$ cat config.mk
export PLATFORM = sky130hd
export DESIGN_NAME = row_matrix_scanner
export DESIGN_NICKNAME = d
export VERILOG_FILES = /design/src/rtl/row_matrix_scanner.sv
export SDC_FILE = /design/constraint.sdc
export NUM_CORES = 1
export LEC_CHECK = 0
export BUFFER_PORTS_ARGS = -buffer_cell sky130_fd_sc_hd__buf_2
export CAP_MARGIN = 0
export CORE_ASPECT_RATIO = 1.4
export CORE_MARGIN = 2
export CORE_UTILIZATION = 55
export DETAILED_ROUTE_END_ITERATION = 10
export PLACE_DENSITY = 0.8
export REMOVE_ABC_BUFFERS = 1
export SYNTH_ARGS = -nofsm -noshare
export SYNTH_HDL_FRONTEND = slang
export SYNTH_SLANG_ARGS = --single-unit
export TNS_END_PERCENT = 100
$ cat constraint.sdc
create_clock -name i_clk -period 3.4 [get_ports i_clk]
set_input_delay 0.17 -clock i_clk [delete_from_list [all_inputs] [get_ports i_clk]]
set_output_delay 0.17 -clock i_clk [all_outputs]
set_load 0.01 [all_outputs]
$ cat src/rtl/row_matrix_scanner.sv
// rtl/row_matrix_scanner.sv - time-multiplexed LED row scanner with per-frame snapshot
module row_matrix_scanner #(
  parameter int NUM_ROWS = 16,
  parameter int COLS     = 16,
  parameter int DWELL    = 512,
  parameter int BLANK    = 4,
  localparam int IDX_W   = $clog2(NUM_ROWS)
) (
  input  logic                     i_clk,
  input  logic                     i_reset,
  input  logic                     i_enable,
  input  logic [NUM_ROWS*COLS-1:0] i_rows_in,
  output logic [NUM_ROWS-1:0]      o_row_sel_n,
  output logic [COLS-1:0]          o_col_out,
  output logic [IDX_W-1:0]         o_row_idx,
  output logic                     o_frame_start,
  output logic                     o_frame_done
);

  localparam int CNT_MAX = (DWELL > BLANK) ? DWELL : BLANK;
  localparam int CNT_W   = $clog2(CNT_MAX + 1);

  localparam logic [CNT_W-1:0]    DWELL_LAST = CNT_W'(DWELL - 1);
  localparam logic [CNT_W-1:0]    BLANK_LAST = CNT_W'(BLANK - 1);
  localparam logic [IDX_W-1:0]    ROW_LAST   = IDX_W'(NUM_ROWS - 1);
  localparam logic [NUM_ROWS-1:0] ROW_ONE    = NUM_ROWS'(1);

  typedef enum logic [1:0] {
    S_IDLE  = 2'd0,
    S_SNAP  = 2'd1,
    S_DRIVE = 2'd2,
    S_BLANK = 2'd3
  } state_t;

  state_t                     r_state;
  logic [CNT_W-1:0]           r_cnt;
  logic [IDX_W-1:0]           r_row_idx;
  logic [NUM_ROWS*COLS-1:0]   r_snapshot;
  logic [NUM_ROWS-1:0]        r_row_sel_n;
  logic [COLS-1:0]            r_col_out;
  logic                       r_frame_start;
  logic                       r_frame_done;

  state_t                     w_state_nx;
  logic [CNT_W-1:0]           w_cnt_nx;
  logic [IDX_W-1:0]           w_row_nx;
  logic [NUM_ROWS*COLS-1:0]   w_snap_nx;
  logic [NUM_ROWS-1:0]        w_row_sel_nx;
  logic [COLS-1:0]            w_col_nx;
  logic                       w_frame_start_nx;
  logic                       w_frame_done_nx;

  // State, counters, snapshot and the output registers; reset blanks the matrix at once
  always_ff @(posedge i_clk or negedge i_reset) begin
    if (!i_reset) begin
      r_state       <= S_IDLE;
      r_cnt         <= '0;
      r_row_idx     <= '0;
      r_snapshot    <= '0;
      r_row_sel_n   <= '1;
      r_col_out     <= '0;
      r_frame_start <= 1'b0;
      r_frame_done  <= 1'b0;
    end else begin
      r_state       <= w_state_nx;
      r_cnt         <= w_cnt_nx;
      r_row_idx     <= w_row_nx;
      r_snapshot    <= w_snap_nx;
      r_row_sel_n   <= w_row_sel_nx;
      r_col_out     <= w_col_nx;
      r_frame_start <= w_frame_start_nx;
      r_frame_done  <= w_frame_done_nx;
    end
  end

  // Next state: dwell/blank counting per row, enable looked at only in IDLE and at frame end
  always_comb begin
    w_state_nx = r_state;
    w_cnt_nx   = r_cnt;
    w_row_nx   = r_row_idx;
    case (r_state)
      S_IDLE: begin
        w_cnt_nx = '0;
        w_row_nx = '0;
        if (i_enable) w_state_nx = S_SNAP;
      end
      S_SNAP: begin
        w_cnt_nx   = '0;
        w_row_nx   = '0;
        w_state_nx = S_DRIVE;
      end
      S_DRIVE: begin
        if (r_cnt == DWELL_LAST) begin
          w_cnt_nx   = '0;
          w_state_nx = S_BLANK;
        end else begin
          w_cnt_nx = r_cnt + 1'b1;
        end
      end
      S_BLANK: begin
        if (r_cnt == BLANK_LAST) begin
          w_cnt_nx = '0;
          if (r_row_idx == ROW_LAST) begin
            w_row_nx   = '0;
            w_state_nx = i_enable ? S_SNAP : S_IDLE;
          end else begin
            w_row_nx   = r_row_idx + 1'b1;
            w_state_nx = S_DRIVE;
          end
        end else begin
          w_cnt_nx = r_cnt + 1'b1;
        end
      end
      default: begin
        w_state_nx = S_IDLE;
        w_cnt_nx   = '0;
        w_row_nx   = '0;
      end
    endcase
  end

  // Next outputs derived from the next state so the registered outputs track the state exactly
  always_comb begin
    w_snap_nx        = (r_state == S_SNAP) ? i_rows_in : r_snapshot;
    w_row_sel_nx     = '1;
    w_col_nx         = '0;
    w_frame_start_nx = (w_state_nx == S_SNAP);
    w_frame_done_nx  = (w_state_nx == S_BLANK) && (w_row_nx == ROW_LAST) &&
                       (w_cnt_nx == BLANK_LAST);
    if (w_state_nx == S_DRIVE) begin
      w_row_sel_nx = ~(ROW_ONE << w_row_nx);
      w_col_nx     = w_snap_nx[int'(w_row_nx) * COLS +: COLS];
    end
  end

  assign o_row_sel_n   = r_row_sel_n;
  assign o_col_out     = r_col_out;
  assign o_row_idx     = r_row_idx;
  assign o_frame_start = r_frame_start;
  assign o_frame_done  = r_frame_done;

endmodule

Word level (Yosys, flattened, before mapping)
Cells that the tools add are included.

word-level totals
  output and inout bits = 38
  word-level logic and storage cells = 43
  input bits = 259
  bits in registers = 306

operators by class
  equal/unequal tests = 11
  bitwise logic cells = 1
  mux-type cells = 15
  reduce and logical (&&, ||, !) cells = 4
  shift-type cells = 2
  add/subtract/negate cells = 2

operators with widths
  cell                     number
  $mux W256                1
  $shiftx A256 B9 Y16      1
  $mux W16                 2
  $pmux W10 S3             1
  $eq A10 B2 Y1 const B    2
  $mux W10                 2
  $not A16 Y16             1
  $shl A1 B4 Y16 const A   1
  $add A10 B1 Y10 const B  1
  $eq A10 B9 Y1 const B    1
  $eq A2 B2 Y1 const B     4
  $eq A4 B4 Y1 const B     2
  $mux W2                  4
  $mux W4                  2
  $pmux W2 S4              1
  $pmux W4 S2              1
  $add A4 B1 Y4 const B    1
  $eq A2 B1 Y1 const B     2
  $logic_and A1 B1 Y1      2
  $logic_not A2 Y1         1
  $reduce_or A2 Y1         1
  $mux W1                  1

Depth between registers and ports, before layout
  depth after elaboration = 7
  mapped depth = 11
  depth with buffers taken out = 9

Least setup slack after synthesis
No wires, ideal clock.

  kind = flip-flop to flip-flop
  start point = register r_cnt[0]
  end point = register r_col_out[10] (netlist: o_col_out[10])
  setup time = 131 ps
  path buffers = 2
  path slack = 830 ps
  arrival time = 2439 ps
  stages on the path, launching flop included = 11
  period minus slack after synthesis = 2570 ps
  required time = 3269 ps
  cells stage by stage = dfrtp_1 > ha_1 > and4bb_1 > and4_1 > mux2i_4 > buf_2 > buf_2 > mux2i_1 > mux2i_1 > a22oi_1 > nand3_1

between the ends
  cells in the longest elaborated chain, start to end = 5

ends and longest elaborated chain
  element                                                     line      text
  start: declaration                                          36        logic [CNT_W-1:0] r_cnt;
  start signal: assignment                                    66        r_cnt <= w_cnt_nx;
  $eq A10 B2 Y1 / $eq A10 B9 Y1 (equally long branches)       101, 93
  $mux W4, or another cell as far along                       101       if (r_cnt == BLANK_LAST) begin
  $pmux W4 S2 / $pmux W2 S4 (equally long branches)           81        case (r_state)
  $shiftx A256 B9 Y16 / $eq A2 B2 Y1 (equally long branches)  132, 130
  $mux W16 (*)                                                130       if (w_state_nx == S_DRIVE) begin
  via w_col_nx[10]                                            49        logic [COLS-1:0] w_col_nx;
  end signal: assignment                                      70        r_col_out <= w_col_nx;
  end: declaration                                            40        logic [COLS-1:0] r_col_out;

Mark *: on every way through the listed nets, which the timed path passes. The rest lies on a longest branch.

Final worst setup path
  start point = register r_cnt[6]
  end point = register r_col_out[6] (netlist: o_col_out[6])

Same word-level chain as after synthesis.

==> results.toml <==
[cells_and_area]
layout-drive-gt1-share_pct = 41.2
fin_area_um2 = 19300
final_nets = 1876
area_growth_pct = 40.2
fill_cells = 1394
final_cells = 1966

[critical_path]
end_kind = "register"
worst-path-buf-inv = 1
critPathMaxStageDelay_ns = 0.80
cp_cell_sequence = "nor4_2 -> nand3_1 -> nor2b_1 -> o221ai_1 -> nor3_2 -> buf_4 -> a22oi_1 -> nand3_1"
r2r_cells = 8
cp_max_fo = 7
cp_common_cell = "nand3_1"
r2r_slack_ns = 0.30
r2r-end = "o_col_out[6]"
crit_required_ns = 3.86
path_class = "reg2reg"
start_kind = "register"
crit_slowest_cell = "nor3_2"
r2r_start = "r_cnt[6]"
arrival_ns = 3.57
cpLargestDelayFamily = "simple AND/OR/NAND/NOR gates"

[floorplanning]
die_area_um2 = 26400
rows = 68
start_util_pct = 55.9
io-pin-count = 297
die_w_um = 138
die_h_um = 191
core_area_um2 = 24700

[min_path]
hp-class = "in2async"

[logic_synthesis]
synthCells = 1067
synth_ff_type = "dfrtp_1"
yosysTopAreaCell = "dfrtp_1"
synth_area_um2 = 13800
yosys_warnings = 0
synth_area_leaders = "dfrtp_1, mux2_2, mux2i_1, dfstp_2, nand2_1"
ys_types = 58
synth-edff-count = 0
synth_seq_cells = 306
avgSynthCellArea_um2 = 12.9
synth_top_area_share_pct = 52.6
synth-seq-area-share_pct = 55.7
synthArstFlopShare_pct = 100

[placed_design]
gp_congestion = 0.851
dp.cells = 1641
place.port_buffers = 296
placed_area_um2 = 15700
dp_slack_ns = 0.309
place_hpwl_um = 24200

[outcome]
status = "finished, final reports clean"

[grt]
grt_remaining_overflow = 0
grt_max_degree = 106
grt_pass1_wl_um = 68100
track_usage_pct = 34.4
grt_antenna_before_repair = 14
grt_pass1_vias = 12508

[drt]
drtPass1Iterations = 5
vias = 11233
dr.max_layer_used = "met4"
wl_per_cell_um = 22.7
met2WireLength_um = 22800
first_iter_violations = 813
post_drt_via_cell_ratio = 5.71
route.detailed.drc = 0
met1_length_um = 15600
ant_nets = 0
dr_wl_met3_um = 2430
wl_um = 44700

[power]
p_total_uw = 12800
p_per_area_nw_per_um2 = 664
ir_drop_mv = 0.411
leakagePower_uw = 0.00919

[clock_network]
clk_latency_ns = 0.55
cts.sinks = 306
cts_buffer_depth = 3
path_clk_slew_ns = 0.07
root_buffer = "clkbuf_16"
cts_tree = "done"
htree_levels = 1
cts_buffers = 29

[timing]
rsz0062_at_grt = "no"
worstMarginPinSlew_ns = 0.903
finalSetupViolations = 0
fin_ws_ns = 0.296
relSlewSlack_pct = 39.5
max_freq_ghz = 0.322
post-route-period-util_pct = 91.3
skew_ns = 0.0142
period_minus_slack_ns = 3.10
tns_ns = 0
hold_viol = 0
slew_violations = 0

[flow_run]
maxCapViolCount = 0
==> logic make-up after synthesis <==
kind of cell,share of synthesized area (%)
AOI/OAI and AO/OA,4.86
xor gates and xnor gates,0.572
adders and majority gates,0.181
buffers and inverters,2.46
DFF,55.7
muxes,29.5
and+or+nand+nor,6.78
==> cell type report <==
class	instances	area (um2)	area share (%)
timing repair buffer	583	4390	22.7
antenna	14	35.0	0.181
multi-input combinational	686	5810	30.1
tap	315	394	2.04
sequential	306	7680	39.7
inverter	9	38.8	0.201
clock inverter	13	128	0.660
clock buffer	40	847	4.38
==> power by group <==
part           switching, uW  leakage, uW  internal [uW]
logic                   2140      0.00493           1930
registers                540      0.00378           4870
clock network           1450     0.000483           1890
==> layout by cell type (no fill, tap or decap), drive strengths merged, types with 3 or more instances in the layout <==
cell,n
nor2,61
buf,325
nand3,34
xor2,4
nor3,10
dfrtp,290
nand4,5
mux2i,112
clkbuf,40
xnor2,5
dlygate4sd3,258
diode,14
inv,10
mux2,260
clkinv,8
nor4,5
and3,6
a22oi,15
nand2,60
o21ai,38
o221ai,3
dfstp,16
a21oi,31
==> layer usage <==
metal / vias up / track usage, %
li1: 4916 / -
met1: 5519 / 37.3
met2: 575 / 59.5
met3: 223 / 5.52
met4: 0 / 26.0
met5: - / 0
==> what timing repair did <==
| action | 4_1_cts | 5_1_grt |
|---|---|---|
| buffers inserted | 0 | 0 |
| hold buffers | 258 | 0 |
| hold endpoints to repair | 355 | 0 |
| gates resized for setup | 0 | 1 |
| endpoints found under the setup margin | 0 | 2 |
==> worst max path at each step <==
| stage | startpoint | to | slack (ns) | cells past startpoint |
|---|---|---|---|---|
| floorplan | r_state[1] | o_col_out[8] | -10.44 | 5 |
| global placement | r_cnt[6] | o_col_out[15] | 0.51 | 8 |
| finish | r_cnt[6] | o_col_out[6] | 0.30 | 8 |
| global route | r_cnt[6] | o_col_out[6] | 0.1 | 8 |
| CTS | r_cnt[6] | o_col_out[9] | 0.29 | 8 |
| detailed placement | r_cnt[6] | o_col_out[9] | 0.31 | 8 |
==> stage by stage <==
stage                     util, %  hold slack, ns
final                        78.3           0.278
after global routing         78.3           0.368
after detailed placement     63.7           0.289
after floorplan                 -          -0.126
after CTS                    78.2           0.312
after global placement       63.7           0.277
==> Yosys cell counts (all sizes together), types with 2 or more instances <==
library cell / count
dfrtp: 290
mux2: 260
mux2i: 112
nor2: 61
nand2: 60
o21ai: 38
buf: 37
nand3: 34
a21oi: 31
clkbuf: 29
dfstp: 16
a22oi: 15
nor3: 10
inv: 9
and3: 6
nand4: 5
nor4: 5
xnor2: 5
xor2: 4
o221ai: 3
a2111oi: 2
a211oi: 2
a21o: 2
a221oi: 2
a31o: 2
a31oi: 2
a41o: 2
ha: 2
nor2b: 2
o22ai: 2
or2: 2
or4: 2
==> sequential cells by signal (all words and copies together) (netlist names) <==
signal	count
r_snapshot	256
o_col_out	16
o_row_sel_n	16
r_cnt	10
o_row_idx	4
r_state	2
o_frame_done	1
o_frame_start	1
Power figures use the tool's default switching activity.
